==> src/rtl/imme_ext_pipe_if.sv <==
// Handshake bundle for the immediate generator: instruction in, decoded immediate out.
// The block uses the slave modport; the producer/consumer side uses master.
interface imme_ext_pipe_if #(
    parameter int XLEN  = 32,
    parameter int TAG_W = 5
);
    logic             in_valid;
    logic             in_ready;
    logic [31:0]      in_inst;
    logic [TAG_W-1:0] in_tag;
    logic             out_valid;
    logic             out_ready;
    logic [XLEN-1:0]  out_imm;
    logic [2:0]       out_fmt;
    logic             out_illegal;
    logic [TAG_W-1:0] out_tag;

    modport master (
        output in_valid, in_inst, in_tag, out_ready,
        input  in_ready, out_valid, out_imm, out_fmt, out_illegal, out_tag
    );

    modport slave (
        input  in_valid, in_inst, in_tag, out_ready,
        output in_ready, out_valid, out_imm, out_fmt, out_illegal, out_tag
    );
endinterface

==> src/rtl/imme_ext_pipe.sv <==
// RISC-V immediate generator: combinational decode into a 2-entry skid buffer,
// one cycle of latency, full throughput, saturating illegal-instruction counter.
module imme_ext_pipe #(
    parameter int XLEN  = 32,
    parameter bit ZICSR = 1'b1,
    parameter int TAG_W = 5
) (
    input  logic              clk,
    input  logic              rst,
    imme_ext_pipe_if.slave    bus,
    output logic [15:0]       illegal_cnt
);

    localparam logic [2:0] FMT_R    = 3'd0;
    localparam logic [2:0] FMT_I    = 3'd1;
    localparam logic [2:0] FMT_S    = 3'd2;
    localparam logic [2:0] FMT_B    = 3'd3;
    localparam logic [2:0] FMT_U    = 3'd4;
    localparam logic [2:0] FMT_J    = 3'd5;
    localparam logic [2:0] FMT_Z    = 3'd6;
    localparam logic [2:0] FMT_NONE = 3'd7;

    function automatic logic [XLEN-1:0] sext32(input logic signed [31:0] v);
        logic signed [XLEN-1:0] r;
        r = XLEN'(v);
        return r;
    endfunction

    function automatic logic [XLEN-1:0] zext5(input logic [4:0] v);
        return XLEN'(v);
    endfunction

    // ---- p0: combinational decode of the offered instruction ----
    logic [31:0]      inst_p0;
    logic [4:0]       op_p0;
    logic [2:0]       fmt_p0;
    logic [XLEN-1:0]  imm_p0;
    logic             ill_p0;
    logic             vld_p0;

    assign inst_p0 = bus.in_inst;
    assign op_p0   = inst_p0[6:2];

    always_comb begin
        fmt_p0 = FMT_NONE;
        case (op_p0)
            5'b00100, 5'b00000, 5'b11001, 5'b00011: fmt_p0 = FMT_I;
            5'b00110: fmt_p0 = (XLEN == 64) ? FMT_I : FMT_NONE;
            5'b11100: fmt_p0 = (ZICSR && inst_p0[14]) ? FMT_Z : FMT_I;
            5'b01100: fmt_p0 = FMT_R;
            5'b01110: fmt_p0 = (XLEN == 64) ? FMT_R : FMT_NONE;
            5'b01000: fmt_p0 = FMT_S;
            5'b11000: fmt_p0 = FMT_B;
            5'b01101, 5'b00101: fmt_p0 = FMT_U;
            5'b11011: fmt_p0 = FMT_J;
            default:  fmt_p0 = FMT_NONE;
        endcase
        // Compressed-quadrant encodings are not handled here.
        if (inst_p0[1:0] != 2'b11) fmt_p0 = FMT_NONE;
    end

    always_comb begin
        imm_p0 = '0;
        case (fmt_p0)
            FMT_I: imm_p0 = sext32({{20{inst_p0[31]}}, inst_p0[31:20]});
            FMT_S: imm_p0 = sext32({{20{inst_p0[31]}}, inst_p0[31:25], inst_p0[11:7]});
            FMT_B: imm_p0 = sext32({{19{inst_p0[31]}}, inst_p0[31], inst_p0[7],
                                    inst_p0[30:25], inst_p0[11:8], 1'b0});
            FMT_U: imm_p0 = sext32({inst_p0[31:12], 12'b0});
            FMT_J: imm_p0 = sext32({{11{inst_p0[31]}}, inst_p0[31], inst_p0[19:12],
                                    inst_p0[20], inst_p0[30:21], 1'b0});
            FMT_Z: imm_p0 = zext5(inst_p0[19:15]);
            default: imm_p0 = '0;
        endcase
    end

    assign ill_p0 = (fmt_p0 == FMT_NONE);

    // ---- p1: two-entry FIFO holding decoded results ----
    logic [XLEN-1:0]  imm_p1 [2];
    logic [2:0]       fmt_p1 [2];
    logic             ill_p1 [2];
    logic [TAG_W-1:0] tag_p1 [2];
    logic [1:0]       count_q;
    logic             wr_ptr_q;
    logic             rd_ptr_q;
    logic [15:0]      cnt_q;
    logic             vld_p1;
    logic             drn_p1;

    // in_ready depends on stored occupancy and rst only, never on out_ready.
    assign bus.in_ready = (count_q != 2'd2) && !rst;
    assign vld_p0       = bus.in_valid && bus.in_ready;
    assign vld_p1       = (count_q != 2'd0);
    assign drn_p1       = vld_p1 && bus.out_ready;

    always_ff @(posedge clk) begin
        if (rst) begin
            count_q  <= 2'd0;
            wr_ptr_q <= 1'b0;
            rd_ptr_q <= 1'b0;
            cnt_q    <= 16'd0;
            for (int i = 0; i < 2; i++) begin
                imm_p1[i] <= '0;
                fmt_p1[i] <= FMT_R;
                ill_p1[i] <= 1'b0;
                tag_p1[i] <= '0;
            end
        end else begin
            if (vld_p0) begin
                imm_p1[wr_ptr_q] <= imm_p0;
                fmt_p1[wr_ptr_q] <= fmt_p0;
                ill_p1[wr_ptr_q] <= ill_p0;
                tag_p1[wr_ptr_q] <= bus.in_tag;
                wr_ptr_q         <= ~wr_ptr_q;
            end
            if (drn_p1) rd_ptr_q <= ~rd_ptr_q;
            if (vld_p0 && !drn_p1)
                count_q <= count_q + 2'd1;
            else if (!vld_p0 && drn_p1)
                count_q <= count_q - 2'd1;
            if (drn_p1 && ill_p1[rd_ptr_q] && (cnt_q != 16'hFFFF))
                cnt_q <= cnt_q + 16'd1;
        end
    end

    assign bus.out_valid   = vld_p1;
    assign bus.out_imm     = imm_p1[rd_ptr_q];
    assign bus.out_fmt     = fmt_p1[rd_ptr_q];
    assign bus.out_illegal = ill_p1[rd_ptr_q];
    assign bus.out_tag     = tag_p1[rd_ptr_q];
    assign illegal_cnt     = cnt_q;

endmodule
==> src/flat_wrapper.sv <==
// flat-port wrapper written by rule: the top's interface ports become plain ports
module imme_ext_pipe_flat 
#(
    parameter int XLEN  = 32,
    parameter bit ZICSR = 1'b1,
    parameter int TAG_W = 5
)
  (clk, rst, illegal_cnt, bus_in_valid, bus_in_inst, bus_in_tag, bus_out_ready, bus_in_ready, bus_out_valid, bus_out_imm, bus_out_fmt, bus_out_illegal, bus_out_tag);
  imme_ext_pipe_if #(.XLEN(XLEN), .TAG_W(TAG_W)) bus_i ();
  input  logic clk;
  input  logic rst;
  output logic [15:0] illegal_cnt;
  input wire logic [$bits(bus_i.in_valid)-1:0] bus_in_valid;
  input wire logic [$bits(bus_i.in_inst)-1:0] bus_in_inst;
  input wire logic [$bits(bus_i.in_tag)-1:0] bus_in_tag;
  input wire logic [$bits(bus_i.out_ready)-1:0] bus_out_ready;
  output wire logic [$bits(bus_i.in_ready)-1:0] bus_in_ready;
  output wire logic [$bits(bus_i.out_valid)-1:0] bus_out_valid;
  output wire logic [$bits(bus_i.out_imm)-1:0] bus_out_imm;
  output wire logic [$bits(bus_i.out_fmt)-1:0] bus_out_fmt;
  output wire logic [$bits(bus_i.out_illegal)-1:0] bus_out_illegal;
  output wire logic [$bits(bus_i.out_tag)-1:0] bus_out_tag;
  assign bus_i.in_valid = bus_in_valid;
  assign bus_i.in_inst = bus_in_inst;
  assign bus_i.in_tag = bus_in_tag;
  assign bus_i.out_ready = bus_out_ready;
  assign bus_in_ready = bus_i.in_ready;
  assign bus_out_valid = bus_i.out_valid;
  assign bus_out_imm = bus_i.out_imm;
  assign bus_out_fmt = bus_i.out_fmt;
  assign bus_out_illegal = bus_i.out_illegal;
  assign bus_out_tag = bus_i.out_tag;
  imme_ext_pipe #(.XLEN(XLEN), .ZICSR(ZICSR), .TAG_W(TAG_W)) u_core (.clk(clk), .rst(rst), .bus(bus_i), .illegal_cnt(illegal_cnt));
endmodule
==> config.mk <==
export PLATFORM = sky130hd
export DESIGN_NAME = imme_ext_pipe_flat
export DESIGN_NICKNAME = d
export VERILOG_FILES = /design/src/rtl/imme_ext_pipe_if.sv /design/src/rtl/imme_ext_pipe.sv /design/src/flat_wrapper.sv
export SDC_FILE = /design/constraint.sdc
export NUM_CORES = 1
export LEC_CHECK = 0
export CAP_MARGIN = 15
export CORE_AREA = 2 2 95 115
export DETAILED_ROUTE_END_ITERATION = 16
export DIE_AREA = 0 0 97 117
export PLACE_DENSITY_LB_ADDON = 0.25
export SETUP_SLACK_MARGIN = 0.1
export SLEW_MARGIN = 20
export SYNTH_ARGS = -nofsm -noshare
export SYNTH_HDL_FRONTEND = slang
export SYNTH_SLANG_ARGS = --single-unit
==> constraint.sdc <==
create_clock -name clk -period 2.8 [get_ports clk]
set_input_delay 0.56 -clock clk [delete_from_list [all_inputs] [get_ports clk]]
set_output_delay 0.56 -clock clk [all_outputs]
set_load 0.03 [all_outputs]
==> results.sh <==
export IMPL_placed_cell_area_um2=6456
export IMPL_finalWirelength_um=12150
export IMPL_rows=41
export IMPL_r2r_slack_ns=0.89
export IMPL_ctsHoldBuffers=0
export IMPL_clockBufferDepth=2
export IMPL_dr_pass1_iters=4
export IMPL_async_flop_share_pct=0
export IMPL_clkTransAtPathRegs_ns=0.06
export IMPL_crit_arrival_ns=2.09
export IMPL_clkPwrFrac_pct=28.1
export IMPL_antenna_found_initial=0
export IMPL_swShare_pct=30.33
export IMPL_start_util_pct=50.64
export IMPL_whs_path_depth=2
export IMPL_utilization_pct=65.59
export IMPL_p_per_area_nw_per_um2=681.4
export IMPL_status="completed"
export IMPL_reg2reg_depth=6
export IMPL_postLayoutCellArea_um2=6763
export IMPL_grt_busiest_layer="met2"
export IMPL_relSlewSlack_pct=61.80
export IMPL_p_seq_share_pct=40.5
export IMPL_mostFrequentLayoutCells="clkdlybuf4s50_1, edfxtp_1, nand2_1"
export IMPL_synth_ff_type="edfxtp_1"
export IMPL_rsz0062_at_grt="true"
export IMPL_required_ns=2.24
export IMPL_power_total_mw=4.608
export IMPL_grtUsageMet1_pct=24.87
export IMPL_final_net_count=604
export IMPL_hp_class="reg -> reg"
export IMPL_drive_above_1_share_pct=18.76
export IMPL_die_h_um=117
export IMPL_ys_ff_latch=103
export IMPL_tightest_slew_ns=0.5724
export IMPL_io_pin_count=100
export IMPL_crit_path_end_kind="primary output"
export IMPL_drtAntennaViolNets=0
export IMPL_holdPathEnd="u_core.rd_ptr_q"
export IMPL_synth_seq_area_share_pct=55.21
export IMPL_drt_iter0_drc=289
export IMPL_grt_pass1_wl_um=19450
export IMPL_synth_edf_count=82
export IMPL_use_met2_pct=40.14
export IMPL_via_count=3973
export IMPL_port_buffer_count=99
export IMPL_clk_latency_ns=0.35
export IMPL_place_gp_congestion=0.8581
export IMPL_period_needed_ns=2.651
export IMPL_syn_to_final_growth_pct=29.52
export IMPL_die_area_um2=11350
export IMPL_dp_cells=679
export IMPL_finalSetupViolCount=0
export IMPL_fin_crit_sh_pct=94.66
export IMPL_maxSlewViolCount=0
export IMPL_fin_worst_skew_ns=0.006875
export IMPL_gr_usage_all_layers_pct=21.97
export IMPL_clock_root_buffer="clkbuf_16"
export IMPL_cts_resized=0
export IMPL_place_ws_ns=0.06495
export IMPL_p_leak_nw=2.429
export IMPL_yosysTopAreaCellShare_pct=47.16
export IMPL_synth_top_area_cell="edfxtp_1"
export IMPL_crit_path_start_kind="flip-flop"
export IMPL_netlist_area_um2=5221
export IMPL_peakVddDrop_mv=0.4429
export IMPL_core_region_area_um2=10310
export IMPL_maxCapViolCount=0
export IMPL_tns_ns=0
export IMPL_max_freq_ghz=0.3773
export IMPL_final_common_cell="clkdlybuf4s50_1"
export IMPL_clock_sinks=103
export IMPL_switchingPower_mw=1.398
export IMPL_crit_type="reg -> out"
export IMPL_instances_no_fill=694
export IMPL_r2r_start="u_core.count_q[0]"
export IMPL_diodes=0
export IMPL_viasPerCell=5.725
export IMPL_die_width_um=97
export IMPL_grt_overflow=0
export IMPL_route_detailed_drc=0
export IMPL_grt_max_degree=37
export IMPL_setup_slack_ns=0.1495
export IMPL_postSynthNetCount=497
export IMPL_hold_path_startpoint="u_core.rd_ptr_q"
export IMPL_hold_slack_ns=0.5185
export IMPL_grt_pass1_vias=3972
export IMPL_avgSynthCellArea_um2=11.50
export IMPL_numCtsBuffers=9
export IMPL_hold_viol=0
export IMPL_met3_usage_pct=3.563
export IMPL_ys_warn_count=0
export IMPL_p_int_mw=3.210
export IMPL_synthTopCellsByArea="edfxtp_1, mux2_2, dfxtp_1"
export IMPL_wl_per_cell_um=17.50
export IMPL_combPwrFrac_pct=31.4
export IMPL_cts_htree_levels=3
export IMPL_post_cts_buffers=0
export IMPL_hpwl_um=8742
export IMPL_worstPathMaxFanout=16
export IMPL_synth_cells=454
export IMPL_yosysUniqueCellTypes=58
export IMPL_rr_endpoint="u_core.imm_p1[0][28]"
export IMPL_cts_tree="yes"
-- routing by layer --
metal	vias up	part of all wire, %	wire, um
met5	-	0	0
met3	30	4.9	594
li1	1881	-	-
met4	0	3.5	425
met2	155	52	6374
met1	1907	39	4753
-- Yosys cell counts (all sizes together), types with 2 or more instances --
| cell type | number |
|---|---|
| edfxtp | 82 |
| nand2 | 50 |
| mux2 | 41 |
| nor2 | 40 |
| o21ai | 31 |
| a21oi | 22 |
| dfxtp | 21 |
| nor3b | 15 |
| clkbuf | 14 |
| and2 | 12 |
| buf | 12 |
| nand3 | 10 |
| xor2 | 10 |
| nor4 | 8 |
| a31oi | 7 |
| nand4 | 7 |
| nor2b | 7 |
| xnor2 | 7 |
| nand2b | 5 |
| nor3 | 5 |
| a22o | 4 |
| and3 | 4 |
| inv | 4 |
| or2 | 4 |
| and4 | 3 |
| nand3b | 3 |
| or3 | 3 |
| ha | 2 |
| mux2i | 2 |
| nand4b | 2 |
| o2111ai | 2 |
| o22ai | 2 |
-- power groups by stage --
| stage | Sequential (mW) | Combinational [mW] | Clock, mW |
|---|---|---|---|
| detailed placement | 1.90 | 1.45 | 0 |
| floorplan | 1.87 | 0.904 | 0 |
| global route | 1.88 | 1.53 | 1.37 |
| global placement | 1.89 | 1.43 | 0 |
| CTS | 1.86 | 1.46 | 1.30 |
| finish | 1.86 | 1.45 | 1.30 |
-- registers in the layout, indices dropped and copies added, names as in the netlist, named ones only --
signal,count
u_core.count_q,2
u_core.fmt_p1,6
u_core.ill_p1,2
u_core.illegal_cnt,16
u_core.imm_p1,64
u_core.rd_ptr_q,1
u_core.tag_p1,10
u_core.wr_ptr_q,1
-- worst max-delay path, stage by stage (launching register included) --
cell and delay, ns:
dfxtp_2 0.45, buf_4 0.30, mux2_2 0.37, clkdlybuf4s50_1 0.62
-- layout make-up --
cell class,count,area (um2)
clock buffer,10,229.0
timing repair buffer,122,1215
tap,129,161.4
multi-input combinational,321,2185
inverter,4,15.01
fill,793,3548
sequential,103,2884
clock inverter,5,73.82
-- worst max-delay path by stage --
| stage | end | slack (ns) | startpoint |
|---|---|---|---|
| after global routing | bus_out_fmt[0] | 0.09 | flip-flop |
| after global placement | u_core.imm_p1[1][0] | 0.11 | bus_in_inst[2] |
| after floorplan | u_core.fmt_p1[0][0] | 0.26 | bus_in_valid |
| after CTS | bus_out_imm[1] | 0.11 | flip-flop |
| final | bus_out_imm[11] | 0.15 | flip-flop |
| after detailed placement | u_core.ill_p1[1] | 0.06 | bus_in_inst[2] |
-- cells by family after synthesis --
family,count (synthesis),synth area share (%)
AND/OR/NAND/NOR,184,20.20
AO/OA/AOI/OAI,75,8.987
buffers and inverters,30,3.043
flip-flops,103,55.21
adder cells (fa/ha/maj),2,0.4792
XOR/XNOR,17,2.852
multiplexers,43,9.226
(Power assumes the default switching activity.)
